--- src/rtl/mc_main_control_pkg.sv ---
// mc_main_control_pkg: opcodes, ALU operation encodings and controller state type
// shared by the main controller, the ALU-control decoder and the datapath.
package mc_main_control_pkg;
    localparam logic [5:0] OP_RTYPE = 6'b000000;
    localparam logic [5:0] OP_J     = 6'b000010;
    localparam logic [5:0] OP_BEQ   = 6'b000100;
    localparam logic [5:0] OP_ADDI  = 6'b001000;
    localparam logic [5:0] OP_LW    = 6'b100011;
    localparam logic [5:0] OP_SW    = 6'b101011;
    localparam logic [1:0] ALU_OP_ADD   = 2'b00;
    localparam logic [1:0] ALU_OP_SUB   = 2'b01;
    localparam logic [1:0] ALU_OP_FUNCT = 2'b10;
    typedef enum logic [3:0] {
        S_FETCH   = 4'd0,
        S_DECODE  = 4'd1,
        S_MEMADR  = 4'd2,
        S_MEMRD   = 4'd3,
        S_MEMWB   = 4'd4,
        S_MEMWR   = 4'd5,
        S_EXECUTE = 4'd6,
        S_ALUWB   = 4'd7,
        S_BRANCH  = 4'd8,
        S_ADDIEX  = 4'd9,
        S_ADDIWB  = 4'd10,
        S_JUMP    = 4'd11,
        S_ILLEGAL = 4'd12
    } state_t;
endpackage

--- src/rtl/mc_main_control_if.sv ---
// mc_main_control_if: controller <-> IR/memory/datapath signal bundle;
// master is the controller, slave is the datapath/memory side.
interface mc_main_control_if #(parameter int CNT_W = 32);
    logic [5:0]       opcode;
    logic             zero;
    logic             alu_undefined;
    logic             mem_ready;
    logic             mem_req;
    logic             mem_write;
    logic             iord;
    logic             ir_write;
    logic             pc_en;
    logic [1:0]       pc_src;
    logic             reg_write;
    logic             reg_dst;
    logic             mem_to_reg;
    logic             alu_src_a;
    logic [1:0]       alu_src_b;
    logic [1:0]       alu_op;
    logic             undefined_instr;
    logic [CNT_W-1:0] instr_retired;
    logic [3:0]       state_dbg;
    modport master (
        input  opcode, zero, alu_undefined, mem_ready,
        output mem_req, mem_write, iord, ir_write, pc_en, pc_src, reg_write, reg_dst,
               mem_to_reg, alu_src_a, alu_src_b, alu_op, undefined_instr, instr_retired, state_dbg
    );
    modport slave (
        output opcode, zero, alu_undefined, mem_ready,
        input  mem_req, mem_write, iord, ir_write, pc_en, pc_src, reg_write, reg_dst,
               mem_to_reg, alu_src_a, alu_src_b, alu_op, undefined_instr, instr_retired, state_dbg
    );
endinterface

--- src/rtl/mc_main_control.sv ---
// mc_main_control: multi-cycle MIPS Moore controller sequencing fetch/decode/execute/mem/writeback,
// with a sticky illegal-instruction trap and a retired-instruction counter.
module mc_main_control
    import mc_main_control_pkg::*;
#(
    parameter int CNT_W       = 32,
    parameter bit MEM_WAIT_EN = 1'b1
) (
    input  logic               clk,
    input  logic               rst,
    mc_main_control_if.master  bus
);
    state_t           r_state;
    state_t           w_next;
    logic [CNT_W-1:0] r_retired;
    logic             r_trap;
    logic             w_rdy;
    assign w_rdy = MEM_WAIT_EN ? bus.mem_ready : 1'b1;
    always_comb begin
        w_next = r_state;
        case (r_state)
            S_FETCH:   w_next = w_rdy ? S_DECODE : S_FETCH;
            S_DECODE:  w_next = (bus.opcode == OP_LW || bus.opcode == OP_SW) ? S_MEMADR :
                                (bus.opcode == OP_RTYPE) ? S_EXECUTE :
                                (bus.opcode == OP_BEQ)   ? S_BRANCH  :
                                (bus.opcode == OP_ADDI)  ? S_ADDIEX  :
                                (bus.opcode == OP_J)     ? S_JUMP    : S_ILLEGAL;
            S_MEMADR:  w_next = (bus.opcode == OP_SW) ? S_MEMWR : S_MEMRD;
            S_MEMRD:   w_next = w_rdy ? S_MEMWB : S_MEMRD;
            S_MEMWR:   w_next = w_rdy ? S_FETCH : S_MEMWR;
            S_EXECUTE: w_next = bus.alu_undefined ? S_ILLEGAL : S_ALUWB;
            S_ADDIEX:  w_next = S_ADDIWB;
            S_ILLEGAL: w_next = S_ILLEGAL;
            S_MEMWB, S_ALUWB, S_BRANCH, S_ADDIWB, S_JUMP: w_next = S_FETCH;
            default:   w_next = S_FETCH;
        endcase
    end
    always_comb begin
        bus.mem_req    = 1'b0;
        bus.mem_write  = 1'b0;
        bus.iord       = 1'b0;
        bus.ir_write   = 1'b0;
        bus.pc_en      = 1'b0;
        bus.pc_src     = 2'b00;
        bus.reg_write  = 1'b0;
        bus.reg_dst    = 1'b0;
        bus.mem_to_reg = 1'b0;
        bus.alu_src_a  = 1'b0;
        bus.alu_src_b  = 2'b00;
        bus.alu_op     = ALU_OP_ADD;
        case (r_state)
            S_FETCH: begin
                bus.mem_req   = 1'b1;
                bus.alu_src_b = 2'b01;
                bus.ir_write  = w_rdy;
                bus.pc_en     = w_rdy;
            end
            S_DECODE:  bus.alu_src_b = 2'b11;
            S_MEMADR: begin
                bus.alu_src_a = 1'b1;
                bus.alu_src_b = 2'b10;
            end
            S_MEMRD: begin
                bus.mem_req = 1'b1;
                bus.iord    = 1'b1;
            end
            S_MEMWB: begin
                bus.reg_write  = 1'b1;
                bus.mem_to_reg = 1'b1;
            end
            S_MEMWR: begin
                bus.mem_req   = 1'b1;
                bus.mem_write = 1'b1;
                bus.iord      = 1'b1;
            end
            S_EXECUTE: begin
                bus.alu_src_a = 1'b1;
                bus.alu_op    = ALU_OP_FUNCT;
            end
            S_ALUWB: begin
                bus.reg_write = 1'b1;
                bus.reg_dst   = 1'b1;
            end
            S_BRANCH: begin
                bus.alu_src_a = 1'b1;
                bus.alu_op    = ALU_OP_SUB;
                bus.pc_src    = 2'b01;
                bus.pc_en     = bus.zero;
            end
            S_ADDIEX: begin
                bus.alu_src_a = 1'b1;
                bus.alu_src_b = 2'b10;
            end
            S_ADDIWB:  bus.reg_write = 1'b1;
            S_JUMP: begin
                bus.pc_src = 2'b10;
                bus.pc_en  = 1'b1;
            end
            default: ;
        endcase
    end
    // An instruction retires on each return to FETCH; ILLEGAL never returns, so it never counts.
    always_ff @(posedge clk) begin
        if (rst) begin
            r_state   <= S_FETCH;
            r_retired <= '0;
            r_trap    <= 1'b0;
        end else begin
            r_state   <= w_next;
            r_retired <= (w_next == S_FETCH && r_state != S_FETCH) ? r_retired + CNT_W'(1) : r_retired;
            r_trap    <= r_trap | (w_next == S_ILLEGAL);
        end
    end
    assign bus.undefined_instr = r_trap;
    assign bus.instr_retired   = r_retired;
    assign bus.state_dbg       = r_state;
endmodule

--- src/flat_wrapper.sv ---
// flat-port wrapper written by rule: the top's interface ports become plain ports
module mc_main_control_flat import mc_main_control_pkg::*;
#(
    parameter int CNT_W       = 32,
    parameter bit MEM_WAIT_EN = 1'b1
)
  (clk, rst, bus_opcode, bus_zero, bus_alu_undefined, bus_mem_ready, bus_mem_req, bus_mem_write, bus_iord, bus_ir_write, bus_pc_en, bus_pc_src, bus_reg_write, bus_reg_dst, bus_mem_to_reg, bus_alu_src_a, bus_alu_src_b, bus_alu_op, bus_undefined_instr, bus_instr_retired, bus_state_dbg);
  mc_main_control_if #(.CNT_W(CNT_W)) bus_i ();
  input  logic clk;
  input  logic rst;
  input wire logic [$bits(bus_i.opcode)-1:0] bus_opcode;
  input wire logic [$bits(bus_i.zero)-1:0] bus_zero;
  input wire logic [$bits(bus_i.alu_undefined)-1:0] bus_alu_undefined;
  input wire logic [$bits(bus_i.mem_ready)-1:0] bus_mem_ready;
  output wire logic [$bits(bus_i.mem_req)-1:0] bus_mem_req;
  output wire logic [$bits(bus_i.mem_write)-1:0] bus_mem_write;
  output wire logic [$bits(bus_i.iord)-1:0] bus_iord;
  output wire logic [$bits(bus_i.ir_write)-1:0] bus_ir_write;
  output wire logic [$bits(bus_i.pc_en)-1:0] bus_pc_en;
  output wire logic [$bits(bus_i.pc_src)-1:0] bus_pc_src;
  output wire logic [$bits(bus_i.reg_write)-1:0] bus_reg_write;
  output wire logic [$bits(bus_i.reg_dst)-1:0] bus_reg_dst;
  output wire logic [$bits(bus_i.mem_to_reg)-1:0] bus_mem_to_reg;
  output wire logic [$bits(bus_i.alu_src_a)-1:0] bus_alu_src_a;
  output wire logic [$bits(bus_i.alu_src_b)-1:0] bus_alu_src_b;
  output wire logic [$bits(bus_i.alu_op)-1:0] bus_alu_op;
  output wire logic [$bits(bus_i.undefined_instr)-1:0] bus_undefined_instr;
  output wire logic [$bits(bus_i.instr_retired)-1:0] bus_instr_retired;
  output wire logic [$bits(bus_i.state_dbg)-1:0] bus_state_dbg;
  assign bus_i.opcode = bus_opcode;
  assign bus_i.zero = bus_zero;
  assign bus_i.alu_undefined = bus_alu_undefined;
  assign bus_i.mem_ready = bus_mem_ready;
  assign bus_mem_req = bus_i.mem_req;
  assign bus_mem_write = bus_i.mem_write;
  assign bus_iord = bus_i.iord;
  assign bus_ir_write = bus_i.ir_write;
  assign bus_pc_en = bus_i.pc_en;
  assign bus_pc_src = bus_i.pc_src;
  assign bus_reg_write = bus_i.reg_write;
  assign bus_reg_dst = bus_i.reg_dst;
  assign bus_mem_to_reg = bus_i.mem_to_reg;
  assign bus_alu_src_a = bus_i.alu_src_a;
  assign bus_alu_src_b = bus_i.alu_src_b;
  assign bus_alu_op = bus_i.alu_op;
  assign bus_undefined_instr = bus_i.undefined_instr;
  assign bus_instr_retired = bus_i.instr_retired;
  assign bus_state_dbg = bus_i.state_dbg;
  mc_main_control #(.CNT_W(CNT_W), .MEM_WAIT_EN(MEM_WAIT_EN)) u_core (.clk(clk), .rst(rst), .bus(bus_i));
endmodule
--- config.mk ---
export PLATFORM = sky130hd
export DESIGN_NAME = mc_main_control_flat
export DESIGN_NICKNAME = d
export VERILOG_FILES = /design/src/rtl/mc_main_control_pkg.sv /design/src/rtl/mc_main_control_if.sv /design/src/rtl/mc_main_control.sv /design/src/flat_wrapper.sv
export SDC_FILE = /design/constraint.sdc
export NUM_CORES = 1
export LEC_CHECK = 0
export CAP_MARGIN = 10
export CORE_ASPECT_RATIO = 1.75
export CORE_MARGIN = 2
export CORE_UTILIZATION = 40
export CTS_CLUSTER_SIZE = 8
export DETAILED_ROUTE_END_ITERATION = 10
export PLACE_DENSITY = 0.69
export RECOVER_POWER = 25
export REMOVE_ABC_BUFFERS = 1
export SYNTH_ARGS = -nofsm -noshare
export SYNTH_HDL_FRONTEND = slang
export SYNTH_SLANG_ARGS = --single-unit
export TNS_END_PERCENT = 50
--- constraint.sdc ---
create_clock -name clk -period 3.7 [get_ports clk]
set_input_delay 0.37 -clock clk [delete_from_list [all_inputs] [get_ports clk]]
set_output_delay 0.37 -clock clk [all_outputs]
set_load 0.005 [all_outputs]
# Word-level counts from Yosys, hierarchy flattened
# Index checks and enable logic that the tools add are counted.
# word_totals
ff_bits	37
in_bits	11
out_inout_bits	52
wordCells	57
# classes
add_sub_neg	1
eq_ne	18
mux	23
bitwise	1
reduce_logical	11
# ops
cell	count
$add 32x1->32 const B	1
$pmux 4 s8	1
$eq 4x4->1 const B	6
$mux 4	5
$eq 4x3->1 const B	4
$eq 6x6->1 const B	2
$mux 3	4
$mux 1	9
$eq 4x2->1 const B	2
$logic_not 4->1	2
$pmux 2 s2	2
$eq 6x2->1 const B	1
$eq 6x3->1 const B	1
$eq 6x4->1 const B	1
$logic_not 6->1	1
$pmux 2 s3	1
$reduce_or 3->1	2
$eq 4x1->1 const B	1
$reduce_bool 4->1	1
$reduce_or 2->1	2
$reduce_or 4->1	1
$pmux 1 s3	1
$logic_and 1x1->1	1
$logic_or 1x1->1	1
$or 1x1->1	1

# Depth between registers and ports, before layout
# depth
depth_word	9
depth_mapped	10
mapped_depth_nobuf	7

# Worst setup path before layout
# Ideal clock, no wire load.
# synth_timing
path_kind	input to register
startpoint	input port bus_opcode[0]
endpoint	register u_core.r_retired[11] (netlist: u_core.bus.instr_retired[11])
setup_ns	0.116
arrival_ns	2.704
required_ns	3.584
setup_slack_ns	0.880
path_stages	7
path_buffers	0
path_cell_list	or4_1 -> or3_1 -> a222oi_1 -> o211ai_2 -> nor3_1 -> a21oi_1 -> a31o_2
# synth_via
elab_chain_len	9
elab_cells_between_ends	16
cone_classes	eq/ne (5); mux (7); reduce/logical (4)
# synth_rtl
element	line	text
start: declaration	flat_wrapper.sv:11	input wire logic [$bits(bus_i.opcode)-1:0] bus_opcode;
$eq 6x2->1	mc_main_control.sv:27	(bus.opcode == OP_J) ? S_JUMP : S_ILLEGAL;
$mux 3	mc_main_control.sv:27	
$mux 4	mc_main_control.sv:26	(bus.opcode == OP_ADDI) ? S_ADDIEX :
$mux 4	mc_main_control.sv:25	(bus.opcode == OP_BEQ) ? S_BRANCH :
$mux 4	mc_main_control.sv:24	(bus.opcode == OP_RTYPE) ? S_EXECUTE :
$mux 4	mc_main_control.sv:23	S_DECODE: w_next = (bus.opcode == OP_LW || bus.opcode == OP_SW) ? S_MEMADR :
$pmux 4 s8 *	mc_main_control.sv:21	case (r_state)
$logic_not 4->1 *	mc_main_control.sv:110	r_retired <= (w_next == S_FETCH && r_state != S_FETCH) ? r_retired + CNT_W'(1) : r_retired;
$logic_and 1x1->1 *	mc_main_control.sv:110	
end signal: assignment	mc_main_control.sv:110	
end: declaration	mc_main_control.sv:15	logic [CNT_W-1:0] r_retired;
# Mark *: on every way between the ends. The rest lies on a longest branch, timed or not.
# A chain may end at the register's enable or synchronous reset.

# Final worst setup path
# layout_timing
startpoint	input port bus_opcode[2]
endpoint	register u_core.r_retired[17] (netlist: u_core.bus.instr_retired[17])
# Same word-level chain as after synthesis.

==> run metrics <==
DR WL/cell 13.9 µm; diodes inserted 0; final period utilization 0.919; crit-path max FO 15; skew final roughly 0.0054 ns; grt total ovfl 0; endpoints failing setup 0; DR vias/cell roughly 5.5; Yosys cell types 46; Slew Limit Fails 0; met2 WL 2.86 mm; Required @ worst endpoint 3.90 ns; leading cell type in the layout, fill and taps excluded nor2_1; Leakage 1.01 nW; row count 35; power per standard cell area approximately 310 nW/µm²; first-pass GRT wire length 9.21 mm; Max-Cap Viols 0; Final Power ~0.00091 W; largest net degree at the start of global routing 22; RSZ-0062 raised after global routing false; Worst Setup End Kind flip-flop; DRC 0; Syn Area/Cell 7.75 µm²; crit path cell chain clkdlybuf4s50_1 > or4_1 > or3_1 > a222oi_1 > o211ai_2 > nor4_4 > or3b_1 > a21oi_1; vias in the first global route 2,065; IO Pins 63; Main synth FF type dfxtp_1; WHS ~0.49 ns; worst reg2reg endpoint u_core.bus.instr_retired[17]; GRT Util Overall 0.196; CTS Buf Count 5; Synth Warn # 0; PostCTS Resize Cnt 0; WHS Path Cells 2; worst-skew pair later-pin latency about 0.29 ns; mapped cell area between 2000 and 2500 µm²; min Tclk post-route 3.40 ns; worst min-delay path class reg -> reg; hold endpoint u_core.bus.undefined_instr; drt total wl between 5 and 6 mm; pre-CTS setup slack -0.00613 ns; antenna-violating nets left 0; most frequent cells in the layout 48 x nor2_1, 40 x clkdlybuf4s50_1, 37 x dfxtp_1; layout cells sized above 1 0.0682; max layer used met4; R2R Setup Slk 0.66 ns; ys async rst share 0; H-tree depth 2; initial DRC count roughly 140; Worst-path clk slew 0.07 ns; CTS tree done; critical path's largest stage delay 0.55 ns; Post-synth EDFFs 0; f_max slightly below 300 MHz; critical path type in -> reg; CP Launch Type primary input; post-synthesis sequential area ratio 0.346; Port Buffer Count 62; Max clock buf depth 2; Mapped Cells 276; initial antenna violation count 0; clock tree sinks 37; Crit-path slowest cell or4_1; number of buffers added for setup after CTS 0; Die H a little over 100 µm; Slew headroom 0.494; area delta synth->final 36.1%; DR vias 2,148; Final Net Count 348; #FFs+latches synth 37; Peak VDD IR 186 µV; die width 59.3 µm; dpl hpwl 4.07 mm; crit path DAT 3.60 ns; met1 wire length 2.16 mm; final setup margin ~0.30 ns; DRT Pass-1 Iters 4; Reg-to-Reg Start u_core.bus.state_dbg[0]; Core Area 5210 µm²; root buffer cell clkbuf_8; initial core utilization 0.411; Worst-Margin Slew about 0.76 ns; Post-CTS Hold Buffers 0; met3 routed WL about 260 µm; final hold violations 0; status completed; worst hold start u_core.bus.undefined_instr; die footprint 5970 µm²; gpl congestion 0.806; r2r worst-path depth 7
-- metal layers --
layer / vias to the layer above / track usage
met2: 60 / 0.351
met4: 0 / 0.0839
met3: 12 / 0.0359
li1: 1082 / -
met5: - / 0
met1: 994 / 0.215
-- worst max-delay path, delay by kind of cell --
family,cells,cell delay [ns]
compound gates,3,1.09
buf+inv,1,0.47
simple gates,4,1.68
-- worst max path at each step --
stage | from | to | slack (ns) | cells after the start
after floorplan | bus_opcode[0] | u_core.bus.instr_retired[11] | 0.62 | 7
after global placement | bus_opcode[0] | u_core.bus.instr_retired[1] | 0.13 | 10
after detailed placement | bus_opcode[2] | u_core.bus.instr_retired[17] | -0.006 | 8
after CTS | bus_opcode[2] | u_core.bus.instr_retired[17] | 0.29 | 8
after global routing | bus_opcode[2] | u_core.bus.instr_retired[17] | 0.06 | 8
final | bus_opcode[2] | u_core.bus.instr_retired[17] | 0.30 | 8
-- synthesized netlist by cell type (2+ instances only) --
cell type,count,share of area
xor2_1,3,0.012
or2_2,2,0.0058
or3b_2,2,0.0082
nand2b_1,10,0.029
inv_1,7,0.012
nor2b_1,3,0.0088
dfxtp_1,37,0.35
nand3b_1,3,0.011
nor4_1,22,0.064
o21ai_0,4,0.0094
xnor2_1,28,0.11
nor3_1,10,0.023
nand4_1,6,0.018
a21oi_1,12,0.028
buf_2,2,0.0047
nor2_1,48,0.084
or3_1,4,0.012
and4_1,2,0.0082
a31o_2,2,0.0082
clkbuf_1,11,0.019
and2_1,2,0.0058
and3_1,4,0.012
nand2_1,19,0.033
nand3_1,11,0.026
-- metrics by stage --
step	util	setup TNS (ns)	std cells	instance area (µm²)
2_1_floorplan	-	0	261	2080
3_3_place_gp	0.539	0	384	2810
3_5_place_dp	0.539	-0.00613	384	2810
4_1_cts	0.559	0	392	2910
5_1_grt	0.559	0	392	2910
6_report	0.559	0	392	2910
-- kinds of logic after synthesis --
kind of cell / after synthesis / synth area share
and+or+nand+nor: 154 / 0.380
AOI/OAI and AO/OA: 29 / 0.0901
DFF: 37 / 0.346
adders and majority gates: 1 / 0.00585
buffers and inverters: 22 / 0.0415
muxes: 2 / 0.00994
xor gates and xnor gates: 31 / 0.127
-- power breakdown --
group          leakage, nW  switching (W)  internal (W)
logic                0.658      0.0000851     0.0000849
registers            0.299      0.0000187      0.000405
clock network       0.0542       0.000144      0.000168
-- sequential cells by signal, summed over array words and instances (netlist names) --
| register | flops |
|---|---|
| u_core.bus.instr_retired | 32 |
| u_core.bus.state_dbg | 4 |
| u_core.bus.undefined_instr | 1 |
-- layout make-up --
type	instances	area [µm²]
Fill cell	510	2300
Multi-Input combinational cell	217	1310
Sequential cell	37	741
Timing Repair Buffer	68	666
Clock buffer	7	96.3
Tap cell	55	68.8
Inverter	7	26.3
Clock inverter	1	5.00
Note: power is estimated with default switching activity, not from simulation.
